===== src/rtl/fifo_pkg.sv =====
// Shared FIFO package: FIFO sizing reused by its write-side arbiter, the
// arbiter state type and an index-width helper.
package fifo_pkg;

    localparam int FIFO_DATA_WIDTH = 8;
    localparam int FIFO_DEPTH      = 16;

    typedef enum logic {
        IDLE  = 1'b0,
        BURST = 1'b1
    } arb_state_t;

    // Width needed to index n items; never narrower than one bit.
    function automatic int idx_width(input int n);
        return (n <= 2) ? 1 : $clog2(n);
    endfunction

endpackage


===== src/rtl/fifo_wr_arbiter_if.sv =====
// Producer-side bundle of the FIFO write arbiter. The arbiter takes the
// slave view. The producers and the FIFO model take the master view.
interface fifo_wr_arbiter_if
    import fifo_pkg::*;
#(
    parameter int NUM_REQ    = 4,
    parameter int DATA_WIDTH = FIFO_DATA_WIDTH
) ();

    localparam int IDX_W = idx_width(NUM_REQ);

    logic [NUM_REQ-1:0]            req;
    logic [NUM_REQ*DATA_WIDTH-1:0] req_data;
    logic [NUM_REQ-1:0]            req_mask;
    logic [NUM_REQ-1:0]            gnt;
    logic                          fifo_full;
    logic                          fifo_wr_en;
    logic [DATA_WIDTH-1:0]         fifo_wr_data;
    logic                          busy;
    logic [IDX_W-1:0]              owner;

    modport slave (
        input  req, req_data, req_mask, fifo_full,
        output gnt, fifo_wr_en, fifo_wr_data, busy, owner
    );

    modport master (
        output req, req_data, req_mask, fifo_full,
        input  gnt, fifo_wr_en, fifo_wr_data, busy, owner
    );

endinterface


===== src/rtl/fifo_wr_arbiter_rr_pick.sv =====
// Rotating-priority first-one finder. It scans ereq starting at index
// start and wraps modulo NUM_REQ. It returns the first set position.
module rr_pick
    import fifo_pkg::*;
#(
    parameter int NUM_REQ = 4,
    parameter int IDX_W   = idx_width(NUM_REQ)
) (
    input  logic [NUM_REQ-1:0] ereq,
    input  logic [IDX_W-1:0]   start,
    output logic               found,
    output logic [IDX_W-1:0]   idx
);

    localparam logic [IDX_W:0] N_EXT = (IDX_W+1)'(NUM_REQ);

    logic [2*NUM_REQ-1:0] ereq_dbl;
    logic [2*NUM_REQ-1:0] ereq_shift;
    logic [NUM_REQ-1:0]   ereq_rot;
    logic [IDX_W-1:0]     offset;
    logic [IDX_W:0]       sum;

    // Rotate by doubling the vector. Bit k of ereq_rot is then ereq[(start+k) mod N].
    assign ereq_dbl   = {ereq, ereq};
    assign ereq_shift = ereq_dbl >> start;
    assign ereq_rot   = ereq_shift[NUM_REQ-1:0];
    assign found      = |ereq;

    // Lowest set bit of the rotated vector is the winner's distance from start.
    always_comb begin
        offset = '0;
        for (int k = NUM_REQ - 1; k >= 0; k--) begin
            if (ereq_rot[k]) begin
                offset = IDX_W'(k);
            end
        end
    end

    // Map the offset back to an absolute index, wrapping modulo NUM_REQ.
    always_comb begin
        sum = {1'b0, start} + {1'b0, offset};
        if (sum >= N_EXT) begin
            sum = sum - N_EXT;
        end
        idx = sum[IDX_W-1:0];
    end

endmodule


===== src/rtl/fifo_wr_arbiter.sv =====
// Round-robin write arbiter for the shared FIFO write port. The burst lock
// keeps one producer's words contiguous for up to MAX_BURST beats. After
// that, priority rotates. When the owner drops its request, the slot is
// handed to the next producer in the same cycle.
module fifo_wr_arbiter
    import fifo_pkg::*;
#(
    parameter int NUM_REQ    = 4,
    parameter int DATA_WIDTH = FIFO_DATA_WIDTH,
    parameter int MAX_BURST  = 4
) (
    input  logic                clk,
    input  logic                reset_n,
    fifo_wr_arbiter_if.slave    bus
);

    localparam int IDX_W = idx_width(NUM_REQ);
    localparam int CNT_W = idx_width(MAX_BURST + 1);
    localparam logic [IDX_W-1:0] LAST_IDX = IDX_W'(NUM_REQ - 1);
    localparam logic [CNT_W-1:0] CNT_LAST = CNT_W'(MAX_BURST - 1);

    // Successor index modulo NUM_REQ. This also works when NUM_REQ is not a power of two.
    function automatic logic [IDX_W-1:0] wrap_inc(input logic [IDX_W-1:0] i);
        return (i == LAST_IDX) ? '0 : i + 1'b1;
    endfunction

    arb_state_t         state_reg,  state_next;
    logic [IDX_W-1:0]   rr_ptr_reg, rr_ptr_next;
    logic [IDX_W-1:0]   owner_reg,  owner_next;
    logic [CNT_W-1:0]   burst_cnt_reg, burst_cnt_next;

    logic [NUM_REQ-1:0] ereq;
    logic [NUM_REQ-1:0] gnt_next;
    logic [NUM_REQ-1:0] gnt_out;
    logic [IDX_W-1:0]   owner_inc;
    logic [IDX_W-1:0]   pick_start;
    logic [IDX_W-1:0]   pick_idx;
    logic               pick_found;
    logic [DATA_WIDTH-1:0] gated_data [NUM_REQ];

    assign ereq      = bus.req & bus.req_mask;
    assign owner_inc = wrap_inc(owner_reg);

    // In a burst, the finder is only consulted once the owner has let go.
    // Scanning then restarts just past the owner.
    assign pick_start = (state_reg == BURST) ? owner_inc : rr_ptr_reg;

    rr_pick #(
        .NUM_REQ (NUM_REQ),
        .IDX_W   (IDX_W)
    ) u_rr_pick (
        .ereq  (ereq),
        .start (pick_start),
        .found (pick_found),
        .idx   (pick_idx)
    );

    // Arbiter state register; reset abandons any burst in progress.
    always_ff @(posedge clk or negedge reset_n) begin
        if (!reset_n) begin
            state_reg     <= IDLE;
            rr_ptr_reg    <= '0;
            owner_reg     <= '0;
            burst_cnt_reg <= '0;
        end else begin
            state_reg     <= state_next;
            rr_ptr_reg    <= rr_ptr_next;
            owner_reg     <= owner_next;
            burst_cnt_reg <= burst_cnt_next;
        end
    end

    // Next state and grant. A full FIFO freezes everything and grants nothing.
    always_comb begin
        state_next     = state_reg;
        rr_ptr_next    = rr_ptr_reg;
        owner_next     = owner_reg;
        burst_cnt_next = burst_cnt_reg;
        gnt_next       = '0;
        if (!bus.fifo_full) begin
            if (state_reg == BURST && ereq[owner_reg]) begin
                gnt_next[owner_reg] = 1'b1;
                burst_cnt_next      = burst_cnt_reg + 1'b1;
                if (burst_cnt_reg == CNT_LAST) begin
                    state_next  = IDLE;
                    rr_ptr_next = owner_inc;
                end
            end else if (pick_found) begin
                gnt_next[pick_idx] = 1'b1;
                owner_next         = pick_idx;
                if (MAX_BURST == 1) begin
                    state_next  = IDLE;
                    rr_ptr_next = wrap_inc(pick_idx);
                end else begin
                    state_next     = BURST;
                    burst_cnt_next = CNT_W'(1);
                end
            end else if (state_reg == BURST) begin
                state_next  = IDLE;
                rr_ptr_next = owner_inc;
            end
        end
    end

    // Grants are combinational. They are held off while reset is asserted.
    assign gnt_out        = reset_n ? gnt_next : '0;
    assign bus.gnt        = gnt_out;
    assign bus.fifo_wr_en = |gnt_out;
    assign bus.busy       = (state_reg == BURST);
    assign bus.owner      = owner_reg;

    // AND-OR data mux. The grant is one-hot or zero, so no grant yields zero.
    for (genvar gi = 0; gi < NUM_REQ; gi++) begin : g_data_gate
        assign gated_data[gi] = gnt_out[gi]
                              ? bus.req_data[gi*DATA_WIDTH +: DATA_WIDTH]
                              : '0;
    end

    // OR-reduce the gated words onto the FIFO write data.
    always_comb begin
        bus.fifo_wr_data = '0;
        for (int i = 0; i < NUM_REQ; i++) begin
            bus.fifo_wr_data = bus.fifo_wr_data | gated_data[i];
        end
    end

endmodule


===== src/flat_wrapper.sv =====
// flat-port wrapper written by rule: the top's interface ports become plain ports
module fifo_wr_arbiter_flat import fifo_pkg::*;
#(
    parameter int NUM_REQ    = 4,
    parameter int DATA_WIDTH = FIFO_DATA_WIDTH,
    parameter int MAX_BURST  = 4
)
  (clk, reset_n, bus_req, bus_req_data, bus_req_mask, bus_fifo_full, bus_gnt, bus_fifo_wr_en, bus_fifo_wr_data, bus_busy, bus_owner);
  fifo_wr_arbiter_if #(.NUM_REQ(NUM_REQ), .DATA_WIDTH(DATA_WIDTH)) bus_i ();
  input  logic clk;
  input  logic reset_n;
  input wire logic [$bits(bus_i.req)-1:0] bus_req;
  input wire logic [$bits(bus_i.req_data)-1:0] bus_req_data;
  input wire logic [$bits(bus_i.req_mask)-1:0] bus_req_mask;
  input wire logic [$bits(bus_i.fifo_full)-1:0] bus_fifo_full;
  output wire logic [$bits(bus_i.gnt)-1:0] bus_gnt;
  output wire logic [$bits(bus_i.fifo_wr_en)-1:0] bus_fifo_wr_en;
  output wire logic [$bits(bus_i.fifo_wr_data)-1:0] bus_fifo_wr_data;
  output wire logic [$bits(bus_i.busy)-1:0] bus_busy;
  output wire logic [$bits(bus_i.owner)-1:0] bus_owner;
  assign bus_i.req = bus_req;
  assign bus_i.req_data = bus_req_data;
  assign bus_i.req_mask = bus_req_mask;
  assign bus_i.fifo_full = bus_fifo_full;
  assign bus_gnt = bus_i.gnt;
  assign bus_fifo_wr_en = bus_i.fifo_wr_en;
  assign bus_fifo_wr_data = bus_i.fifo_wr_data;
  assign bus_busy = bus_i.busy;
  assign bus_owner = bus_i.owner;
  fifo_wr_arbiter #(.NUM_REQ(NUM_REQ), .DATA_WIDTH(DATA_WIDTH), .MAX_BURST(MAX_BURST)) u_core (.clk(clk), .reset_n(reset_n), .bus(bus_i));
endmodule

===== config.mk =====
export PLATFORM = sky130hd
export DESIGN_NAME = fifo_wr_arbiter_flat
export DESIGN_NICKNAME = d
export VERILOG_FILES = /design/src/rtl/fifo_pkg.sv /design/src/rtl/fifo_wr_arbiter_if.sv /design/src/rtl/fifo_wr_arbiter_rr_pick.sv /design/src/rtl/fifo_wr_arbiter.sv /design/src/flat_wrapper.sv
export SDC_FILE = /design/constraint.sdc
export NUM_CORES = 1
export LEC_CHECK = 0
export CAP_MARGIN = 25
export CORE_MARGIN = 8
export CORE_UTILIZATION = 46
export CTS_CLUSTER_DIAMETER = 50
export CTS_CLUSTER_SIZE = 25
export DETAILED_ROUTE_END_ITERATION = 10
export HOLD_SLACK_MARGIN = 0.08
export MAX_ROUTING_LAYER = met4
export PLACE_DENSITY = 0.86
export SLEW_MARGIN = 20
export SYNTH_ARGS = -nofsm -noshare
export SYNTH_HDL_FRONTEND = slang
export SYNTH_SLANG_ARGS = --single-unit

===== constraint.sdc =====
create_clock -name clk -period 11.24 [get_ports clk]
set_clock_uncertainty 0.2 [all_clocks]
set_input_delay 1.686 -clock clk [delete_from_list [all_inputs] [get_ports clk]]
set_output_delay 1.686 -clock clk [all_outputs]
set_load 0.05 [all_outputs]

==> run summary <==
Post-DP HPWL -> 3.558 mm
total gr overflow -> 0
setup_tns -> 0 ns
# rows -> 20
routed vias -> 1632
CP top delay family -> buffers and inverters
hold slack -> 0.2740 ns
CP endpoint kind -> output pin
clk buf depth -> 2
count leader, synth -> nand2_1
Synth Flop Type -> dfrtp_1
Worst EP required -> 9.35 ns
number of routed nets with antenna violations -> 0
R2R Path End -> u_core.bus.owner[1]
max reg flops -> 3
Post-synth EDFFs -> 0
root buffer cell -> clkbuf_4
DIE AREA -> 5030 µm²
fillers -> 273
worst hold path type -> reg -> reg
clk slew on worst S/H paths -> 0.05 ns
syn_area_per_cell -> 7.342 µm²
vias per cell -> 5.978
worst reg-to-reg path cell count -> 14
Max stage delay on crit path -> 0.83 ns
DRC Markers -> 0
Static Leakage -> 0.0008151 µW
CTS tree -> built
crit path DAT -> 5.82 ns
Ant. Diodes -> 0
Hold EP -> u_core.burst_cnt_reg[2]
Worst Hold Launch -> u_core.burst_cnt_reg[2]
multi-input logic area -> 1089 µm²
Core Area -> 2953 µm²
Post-Syn Nets -> 239
Tot GR Track Use -> 0.1769
Yosys cell types -> 43
Max-Cap Viols -> 0
Hold Path Cell Cnt -> 2
final hold violation count -> 0
Die W -> 70.92 µm
maximum VDD drop -> 0.1723 mV
unrepaired setup endpoints after global routing -> false
Setup CP Type -> in -> out
vias in the first global route -> 1531
period utilization -> 0.6855
PortBufs -> 58
DR pass1 iterations -> 4
first-pass GRT wire length -> 7.182 mm
critical path depth in cells -> 15
nets@finish -> 292
Final Critical Period -> 7.705 ns
post-synth top area share -> 0.1443
Final Setup Violations -> 0
post-synth top area cell -> dfrtp_1
worst rel slew slack -> 0.5762
Placement Cell Area -> 1943 µm²
worst slew pin tran -> 0.6319 ns
Post-CTS Setup Repair Bufs -> 0
Worst Setup Start Kind -> input pin
status -> complete, no violations
Starting DRT DRC Count -> 143
register area -> 200.2 µm²
synth cell count leaders -> nand2_1 (28), nor2_1 (18), a21oi_1 (16)
I/O pins -> 59
Routed WL -> 4.398 mm
initial antenna violation count -> 0
Crit-path slowest cell -> clkdlybuf4s50_1
H-tree Lvls -> 1
#FFs+latches synth -> 8
highest clock rate -> 129.8 MHz
Max Transition Viols Final -> 0
Seq/Total Area, Yosys -> 0.1443
Buf/Inv on CP -> 3
Critical R2R Launch -> u_core.bus.owner[0]
cells after synthesis -> 189
Layout area overhead -> 42.02%
Clock Latency Late Sink -> 0.25 ns
largest net degree at the start of global routing -> 16
Reg2Reg Setup Slack -> 7.13 ns
final instance area -> 1971 µm²
Num CTS Buffers -> 3
Cell Chain, Critical Path -> clkdlybuf4s50_1 -> and2_1 -> o21ai_0 -> o21ai_0 -> a221oi_1 -> a21oi_1 -> ha_1 -> xnor2_2 -> nor3_1 -> a222oi_1 -> clkbuf_2 -> and2_4 -> mux2i_1 -> o211ai_1 -> clkdlybuf4s50_1
Final Power -> 493.3 µW
Async SR Flop Fraction -> 1.000
cts hold-fix bufs -> 0
synthesized cell area -> 1388 µm²
CP Max Fanout -> 10
fin util -> 0.6674
die height -> 70.92 µm
synthesis warning total -> 0
CTS sink count -> 8
Power Dens Cells -> 250.3 nW/µm²
routed len/inst -> 16.11 µm
share of layout cells above drive strength 1 -> 0.07500
initial core utilization -> 0.4699
leading post-synthesis cells by cell area -> dfrtp_1 (14%), nand2_1 (7.6%), mux2i_1 (7.2%)
cts repair resizes -> 0
routability cong. -> 0.8477
==> layout by cell type (no fill, tap or decap), drive strengths merged, types with 2 or more instances in the layout <==
cell type      count
nor2              18
dfrtp              8
o211ai             9
clkbuf             4
o21ai             12
a211oi             2
a21oi             16
and3               9
a221o              9
or3b               2
clkdlybuf4s50     58
a31oi              2
nand4              4
nand2b             2
inv                3
mux2i             10
nand2             28
and2               9
nand3             11
ha                 7
==> power by group <==
part,switching (µW),leakage [µW],internal [µW],total [µW]
Clock,9.20,0.0000138,12.2,21.4
Sequential,12.5,0.0000961,40.4,52.9
Combinational,259,0.000705,160,419
==> kinds of logic (layout without fill, tap and decap cells) <==
family | after synthesis | after routing | synth area share
adders and majority gates | 7 | 7 | 0.06312
muxes | 12 | 12 | 0.09648
and+or+nand+nor | 87 | 87 | 0.3066
xor gates and xnor gates | 1 | 1 | 0.01173
DFF | 8 | 8 | 0.1443
AOI/OAI and AO/OA | 58 | 58 | 0.3066
buffers and inverters | 16 | 67 | 0.07123
==> per-layer routing <==
layer	global-route usage	wire length, µm	vias to the layer above
met5	-	0	-
met4	0.05081	45	0
met3	0.03672	335	7
met2	0.2987	2115	61
met1	0.2061	1901	750
li1	-	-	814
==> worst min-delay path: stages, from the launching register on <==
cell and delay (ns):
dfrtp_1 0.33, nand2_1 0.05, o31ai_1 0.06
==> per-stage QoR <==
stage	cells	setup WS [ns]
after floorplan	189	4.525
after global placement	268	3.384
after detailed placement	269	3.311
after CTS	272	3.293
after global routing	273	3.228
final	273	3.535
==> how the worst max path moves through the flow <==
stage,start,to
2_1_floorplan,bus_req[3],bus_gnt[0]
3_3_place_gp,bus_req[3],bus_fifo_wr_data[1]
3_5_place_dp,bus_req[3],bus_fifo_wr_data[1]
4_1_cts,bus_req[3],bus_fifo_wr_data[1]
5_1_grt,bus_req[3],bus_fifo_wr_data[2]
6_report,bus_req[3],bus_fifo_wr_data[1]
==> area by class of cell <==
| class | instances | share of cell area |
|---|---|---|
| Tap cell | 33 | 0.02095 |
| Sequential cell | 8 | 0.1016 |
| Multi-Input combinational cell | 165 | 0.5524 |
| Clock buffer | 3 | 0.01143 |
| Inverter | 4 | 0.01397 |
| Timing Repair Buffer | 60 | 0.2997 |
No activity file was read; power rests on OpenSTA's default activity.
